### config.mk
export PLATFORM = sky130hd
export DESIGN_NAME = regfile_writeback
export DESIGN_NICKNAME = d
export VERILOG_FILES = /design/src/rtl/regfile_pkg.sv /design/src/rtl/wb_load_fifo.sv /design/src/rtl/regfile_writeback.sv
export SDC_FILE = /design/constraint.sdc
export NUM_CORES = 1
export LEC_CHECK = 0
export CAP_MARGIN = 20
export CORE_AREA = 2 2 147 149
export CTS_CLUSTER_SIZE = 24
export DETAILED_ROUTE_END_ITERATION = 10
export DIE_AREA = 0 0 149 151
export DONT_BUFFER_PORTS = 1
export GPL_ROUTABILITY_DRIVEN = 0
export PLACE_DENSITY_LB_ADDON = 0.12
export SYNTH_ARGS = -nofsm -noshare
export SYNTH_HDL_FRONTEND = slang
export SYNTH_SLANG_ARGS = --single-unit
### constraint.sdc
create_clock -name clk -period 3.2 [get_ports clk]
set_input_delay 0.32 -clock clk [delete_from_list [all_inputs] [get_ports clk]]
set_output_delay 0.32 -clock clk [all_outputs]
set_load 0.005 [all_outputs]
### src/rtl/regfile_pkg.sv
// Shared widths, write-back bundle and pending-counter helper
// for the register-file write side.
package regfile_pkg;

  localparam int REG_ADDR_W = 5;
  localparam int DATA_W     = 32;
  localparam int NUM_REGS   = 32;
  localparam int PEND_W     = 2;

  typedef struct packed {
    logic [REG_ADDR_W-1:0] rd;
    logic [DATA_W-1:0]     data;
  } wb_t;

  typedef enum logic [1:0] {
    SEL_NONE,
    SEL_ALU,
    SEL_LOAD
  } wb_sel_e;

  // Saturates at both ends; a same-edge inc/dec cancels out.
  function automatic logic [PEND_W-1:0] pend_next(
    input logic [PEND_W-1:0] cur,
    input logic              inc,
    input logic              dec
  );
    logic [PEND_W-1:0] nxt;
    nxt = cur;
    if (inc && !dec && cur != '1)
      nxt = cur + PEND_W'(1);
    else if (dec && !inc && cur != '0)
      nxt = cur - PEND_W'(1);
    return nxt;
  endfunction

endpackage

### src/rtl/wb_load_fifo.sv
// Load-result FIFO of {rd, data}; pointers carry an extra
// wrap bit to tell full from empty.
module wb_load_fifo
  import regfile_pkg::*;
#(
  parameter int DEPTH = 4
) (
  input  logic clk,
  input  logic reset,
  input  logic push,
  input  wb_t  push_data,
  input  logic pop,
  output logic full,
  output logic empty,
  output wb_t  head
);

  localparam int PW = $clog2(DEPTH);
  localparam logic [PW:0] PTR_ONE = (PW+1)'(1);

  wb_t         mem_q [DEPTH];
  logic [PW:0] wr_q;
  logic [PW:0] wr_d;
  logic [PW:0] rd_q;
  logic [PW:0] rd_d;

  assign empty = (wr_q == rd_q);
  assign full  = (wr_q[PW] != rd_q[PW]) &&
                 (wr_q[PW-1:0] == rd_q[PW-1:0]);
  assign head  = mem_q[rd_q[PW-1:0]];

  always_comb begin
    wr_d = wr_q;
    rd_d = rd_q;
    if (push && !full)
      wr_d = wr_q + PTR_ONE;
    if (pop && !empty)
      rd_d = rd_q + PTR_ONE;
  end

  always_ff @(posedge clk) begin
    if (reset) begin
      wr_q <= '0;
      rd_q <= '0;
    end else begin
      wr_q <= wr_d;
      rd_q <= rd_d;
    end
  end

  always_ff @(posedge clk) begin
    if (!reset && push && !full)
      mem_q[wr_q[PW-1:0]] <= push_data;
  end

endmodule

### src/rtl/regfile_writeback.sv
// Register-file write port arbiter: ALU vs buffered loads,
// plus the per-register pending-write scoreboard.
module regfile_writeback
  import regfile_pkg::*;
#(
  parameter int LOAD_DEPTH = 4
) (
  input  logic                  clk,
  input  logic                  reset,
  input  logic                  alu_valid,
  input  logic [REG_ADDR_W-1:0] alu_rd,
  input  logic [DATA_W-1:0]     alu_data,
  output logic                  alu_stall,
  input  logic                  mem_valid,
  input  logic [REG_ADDR_W-1:0] mem_rd,
  input  logic [DATA_W-1:0]     mem_data,
  output logic                  mem_ready,
  input  logic                  issue_valid,
  input  logic [REG_ADDR_W-1:0] issue_rd,
  output logic [NUM_REGS-1:0]   busy_mask,
  output logic                  write_enable,
  output logic [REG_ADDR_W-1:0] write_address,
  output logic [DATA_W-1:0]     data_in
);

  wb_t     push_data;
  wb_t     head;
  logic    full;
  logic    empty;
  logic    push;
  logic    pop;
  wb_sel_e sel;

  logic                  we_q;
  logic                  we_d;
  logic [REG_ADDR_W-1:0] addr_q;
  logic [REG_ADDR_W-1:0] addr_d;
  logic [DATA_W-1:0]     data_q;
  logic [DATA_W-1:0]     data_d;

  logic [PEND_W-1:0] cnt_q [NUM_REGS];
  logic [PEND_W-1:0] cnt_d [NUM_REGS];

  assign mem_ready = !full && !reset;
  assign alu_stall = full && !reset;
  assign push      = mem_valid && mem_ready;
  assign push_data = '{rd: mem_rd, data: mem_data};

  wb_load_fifo #(
    .DEPTH(LOAD_DEPTH)
  ) u_fifo (
    .clk      (clk),
    .reset    (reset),
    .push     (push),
    .push_data(push_data),
    .pop      (pop),
    .full     (full),
    .empty    (empty),
    .head     (head)
  );

  // A full FIFO wins so the load path can never deadlock.
  always_comb begin
    sel = SEL_NONE;
    if (!reset) begin
      if (full)
        sel = SEL_LOAD;
      else if (alu_valid)
        sel = SEL_ALU;
      else if (!empty)
        sel = SEL_LOAD;
    end
  end

  assign pop = (sel == SEL_LOAD);

  always_comb begin
    we_d   = 1'b0;
    addr_d = addr_q;
    data_d = data_q;
    unique case (sel)
      SEL_ALU: begin
        we_d   = 1'b1;
        addr_d = alu_rd;
        data_d = alu_data;
      end
      SEL_LOAD: begin
        we_d   = 1'b1;
        addr_d = head.rd;
        data_d = head.data;
      end
      default: ;
    endcase
  end

  always_ff @(posedge clk) begin
    if (reset) begin
      we_q   <= 1'b0;
      addr_q <= '0;
      data_q <= '0;
    end else begin
      we_q   <= we_d;
      addr_q <= addr_d;
      data_q <= data_d;
    end
  end

  assign write_enable  = we_q;
  assign write_address = addr_q;
  assign data_in       = data_q;

  always_comb begin
    for (int r = 0; r < NUM_REGS; r++) begin
      cnt_d[r] = pend_next(
        cnt_q[r],
        issue_valid && (issue_rd == REG_ADDR_W'(r)),
        we_d && (addr_d == REG_ADDR_W'(r))
      );
    end
  end

  always_ff @(posedge clk) begin
    for (int r = 0; r < NUM_REGS; r++) begin
      if (reset)
        cnt_q[r] <= '0;
      else
        cnt_q[r] <= cnt_d[r];
    end
  end

  always_comb begin
    for (int r = 0; r < NUM_REGS; r++)
      busy_mask[r] = (cnt_q[r] != '0);
  end

endmodule

## Yosys cells after proc, flatten, opt, wreduce, memory -nomap -nowiden

Memories as Yosys holds them, arrays and structs flattened. A register that Yosys moved wholly into a read port is not among the register bits.
Index checks and enable logic that the tools add are counted.
Widths: inputs -> output; s select.

- Register bits: 44
- Memory bits (writable): 212
- Bits of input ports: 84
- Output and inout port bits: 72
- Word-level logic and storage cells: 617
- Memories kept: 2

Memories:

| name | words | width | rd ports | clocked after Yosys merged registers in | write ports | line | text |
|---|---|---|---|---|---|---|---|
| u_fifo.mem_q | 4 | 37 | 1 | 1 | 1 | wb_load_fifo.sv:21 | `wb_t mem_q [DEPTH];` |
| cnt_q | 32 | 2 | 32 | 0 | 32 | regfile_writeback.sv:41 | `logic [PEND_W-1:0] cnt_q [NUM_REGS];` |

- Add/subtract/negate cells: 66
- Eq/ne operators: 99
- Multiplexer cells: 110
- Bitwise logic cells: 32
- Reduce and logical (&&, ||, !) cells: 303

Operators by type and width:

| cell | number |
|---|---|
| $mux 2 | 102 |
| $logic_and 1x1->1 | 200 |
| $eq 5x5->1 const B | 32 |
| $eq 5x4->1 const B | 16 |
| $logic_not 1->1 | 67 |
| $reduce_bool 2->1 | 33 |
| $add 2x1->2 const B | 32 |
| $ne 2x2->1 const B | 32 |
| $pmux 32 s2 | 1 |
| $sub 2x1->2 const B | 32 |
| $eq 5x3->1 const B | 8 |
| $or 1x1->1 | 32 |
| $eq 5x2->1 const B | 4 |
| $eq 5x1->1 const B | 2 |
| $logic_not 5->1 | 2 |
| $pmux 5 s2 | 1 |
| $add 3x1->3 const B | 2 |
| $mux 1 | 6 |
| $eq 3x3->1 | 1 |
| $eq 2x1->1 const B | 1 |
| $eq 2x2->1 | 1 |
| $eq 2x2->1 const B | 1 |
| $reduce_or 2->1 | 1 |
| $ne 1x1->1 | 1 |

## Longest topological paths before layout

- Word-level depth: 14
- Gate-level depth with buffers: 15
- Depth with buffers taken out: 12

## Modules after synthesis

A second synthesis with hierarchy kept.

- Cells, all modules: 1047
- Area, all modules: 11911.4 um2

Modules (own cells, without submodules):

| module | instances | cells each | area an instance (um2) |
|---|---|---|---|
| regfile_writeback | 1 | 786 | 6013.3 |
| wb_load_fifo | 1 | 261 | 5898.2 |

## Worst setup path before layout

OpenSTA, ideal clock, no wires.

- Path kind: input-to-reg
- Start: in reset
- End: mem cnt_q[0][0]
- Setup time: 0.122 ns
- Arrival: 3.062 ns
- Required time: 3.078 ns
- Slack: 0.017 ns
- Stages on the path: 12
- Path buffers: 3
- Path through: clkinv_1 clkbuf_1 clkbuf_1 nand3_1 ha_1 buf_1 nand2_1 o221ai_1 mux2_2 or4_1 nor2b_1 a221o_1

RTL lines:

| what | line | text |
|---|---|---|
| start: declaration | regfile_writeback.sv:9 | `input logic reset,` |
| end: declaration | regfile_writeback.sv:41 |  |

==> impl_metrics.py <==
metrics = {
    "run_status": {
        "status": "finished, final reports clean",
    },
    "worst_setup_path": {
        "crit_arrival_ps": 3490,
        "cp.required_ps": 3640,
        "crit_type": "reg -> reg",
        "endpoint_kind": "register",
        "crit_fanout": 5,
        "worstSetupStartpointType": "register",
    },
    "synth": {
        "syn_inst": 1039,
        "synth_ff_type": "edfxtp_1",
        "postSynth.asyncResetShare": 0,
        "synth_fp_nets": 1130,
        "synth_edf_count": 148,
        "syn_area_mm2": 0.0118,
        "avgSynthCellArea_um2": 11.4,
        "synth_seq_area_share": 0.563,
        "synth_cell_types": 66,
        "ys_ff_latch": 258,
        "synth_warnings": 0,
    },
    "routing": {
        "via_per_inst": 6.03,
        "route.detailed.drc": 0,
        "post_drt_wl_per_cell_um": 19.8,
        "drt_iter0_drc": 489,
        "vias": 8376,
        "ant_nets": 0,
        "drt-total-wl_um": 27600,
        "first_pass_iters": 4,
    },
    "final_layout": {
        "layout-drive-gt1-share": 0.180,
        "design_area_mm2": 0.0138,
        "n_fill_cell": 1592,
        "nets": 1185,
        "syn_to_final_growth_pct": 16.9,
        "n_antenna_cell": 0,
    },
    "cts": {
        "cts_root_buf": "clkbuf_16",
        "cts_max_path_buffers": 3,
        "cts_tree": "done",
        "cts_sinks": 258,
        "ctsHtreeMaxLevel": 1,
        "numCtsBuffers": 27,
        "cts.clk_slew.worst_paths_ps": 60,
        "clk-insertion-delay-late_ps": 560,
    },
    "grt": {
        "grt_overflow": 0,
        "grtUsageTotal": 0.239,
        "grt_max_degree": 103,
        "grt_pass1_vias": 8020,
        "antenna_found_initial": 0,
        "grt_pass1_wl_um": 42400,
    },
    "floorplanning": {
        "dieArea_mm2": 0.0225,
        "row_count": 53,
        "core_mm2": 0.0208,
        "start_util": 0.567,
        "die_w_um": 149,
        "ios": 156,
        "die_h_um": 151,
    },
    "pwr": {
        "ir_drop_v": 0.000488,
        "powerDensity_mw_per_mm2": 547,
        "power_mw": 7.55,
        "leakage_nw": 4.75,
    },
    "sta": {
        "worst_pin_slew_ps": 783,
        "drv_slew": 0,
        "fmax_ghz": 0.328,
        "tns_ps": 0,
        "fin_crit_ps": 3050,
        "setup_viol": 0,
        "finalClockSkew_ps": 14.5,
        "slew_headroom": 0.471,
        "worst_slack_ps": 151,
        "timing.final.hold_violations": 0,
        "fin_crit_sh": 0.953,
    },
    "run": {
        "cap_violations": 0,
    },
    "hold_path": {
        "min_path_type": "in -> reg",
    },
    "placement": {
        "io_buffers": 0,
        "placed_area_mm2": 0.0123,
        "dp_slack_ps": -31.5,
        "place_hpwl_um": 17500,
    },
}
## final cells by class
class,instances,area (µm²),share of cell area
well taps,275,344,0.0249
inverters,17,63.8,0.00463
repair buffers,88,877,0.0636
multi-input cells,702,4980,0.361
flip-flops and latches,258,6650,0.482
clock buffers,38,767,0.0556
clock inverters,11,118,0.00852
## Yosys cell counts, types with 10 or more instances
master,n,area share
a21oi_1,72,0.031
a31oi_1,31,0.016
and3_1,14,0.0074
buf_1,11,0.0035
clkbuf_1,42,0.013
dfxtp_1,110,0.19
edfxtp_1,148,0.38
inv_1,16,0.0051
mux2i_1,46,0.039
mux4_2,33,0.063
nand2_1,82,0.026
nand3_1,32,0.014
nand4_1,23,0.012
nor2_1,117,0.037
nor2b_1,20,0.011
o21ai_0,37,0.016
o32ai_1,10,0.0074
or2_2,34,0.018
## routing by layer
metal	vias to the layer above	wire (µm)	global-route usage
met5	-	0	0
met3	40	1800	0.0461
li1	4057	-	-
met1	4051	11400	0.308
met4	0	676	0.0690
met2	228	13700	0.414
## worst paths after layout
check,start,to,slack [ps],cells past startpoint
max reg2reg,u_fifo.wr_q[1]$_SDFFE_PP0P_,cnt_q[0][0]$_SDFFE_PP0P_,150,13
max,u_fifo.wr_q[1]$_SDFFE_PP0P_,cnt_q[0][0]$_SDFFE_PP0P_,150,13
min reg2reg,cnt_q[0][25]$_SDFFE_PP0P_,cnt_q[0][25]$_SDFFE_PP0P_,490,2
min,reset,cnt_q[0][6]$_SDFFE_PP0P_,10,2
## where the power goes
part,leakage (nW),total [mW],internal [mW],switching (mW)
Clock,0.432,3.12,1.83,1.29
Combinational,2.08,0.757,0.317,0.440
Sequential,2.24,3.67,3.61,0.0583
## sequential cells by signal, summed over array words and instances (netlist names), named ones only
register       flops
write_enable       1
u_fifo.rd_q        3
u_fifo.mem_q     148
data_in           32
cnt_q             64
write_address      5
u_fifo.wr_q        3
## critical path: stages (launching register included)
cell and delay (ps):
dfxtp_1 320, xnor2_1 200, nand2_1 110, or2_2 340, nand3_1 120, inv_1 60, ha_2 210, nand2_4 130
buf_4 140, o221a_2 240, nand4_4 110, or4_4 500, nor2b_1 150, a221o_1 330
## kinds of logic (layout without fill, tap and decap cells)
kind of cell,after synthesis,after routing,share of synthesized area
AO/OA/AOI/OAI,211,212,0.117
XOR/XNOR,7,7,0.00520
adder cells (fa/ha/maj),7,7,0.00742
buffers and inverters,80,154,0.0273
flip-flops,258,258,0.563
multiplexers,87,87,0.110
AND/OR/NAND/NOR,389,389,0.170
## placed cells by master (no fill, tap or decap), drive strengths merged, types with 8 or more instances in the layout
master,instances
nor4,11
buf,48
o21ai,37
a311o,9
dfxtp,110
and3,14
inv,17
clkbuf,40
nand2b,9
dlygate4sd3,38
clkinv,8
or2,34
nand4,24
edfxtp,148
and4,9
o32ai,10
mux2i,47
mux4,33
nand2,82
nand3,32
nor2b,20
nor2,117
a31oi,31
a21oi,72
## metrics by stage
step / cells / hold WS [ps] / util
floorplan: 1039 / 419 / -
global placement: 1293 / 400 / 0.591
detailed placement: 1293 / 405 / 0.591
CTS: 1381 / 3.01 / 0.653
global route: 1389 / 32.7 / 0.663
finish: 1389 / 15.0 / 0.663
## repair_timing
action | 4_1_cts | 5_1_grt
endpoints found under the setup margin | 4 | 47
setup buffers | 0 | 5
hold buffers | 39 | 0
gates resized for setup | 1 | 22
pin swaps | 0 | 1
endpoints found under the hold margin | 245 | 0
cloned | 0 | 3
No activity file was read; power rests on OpenSTA's default activity.
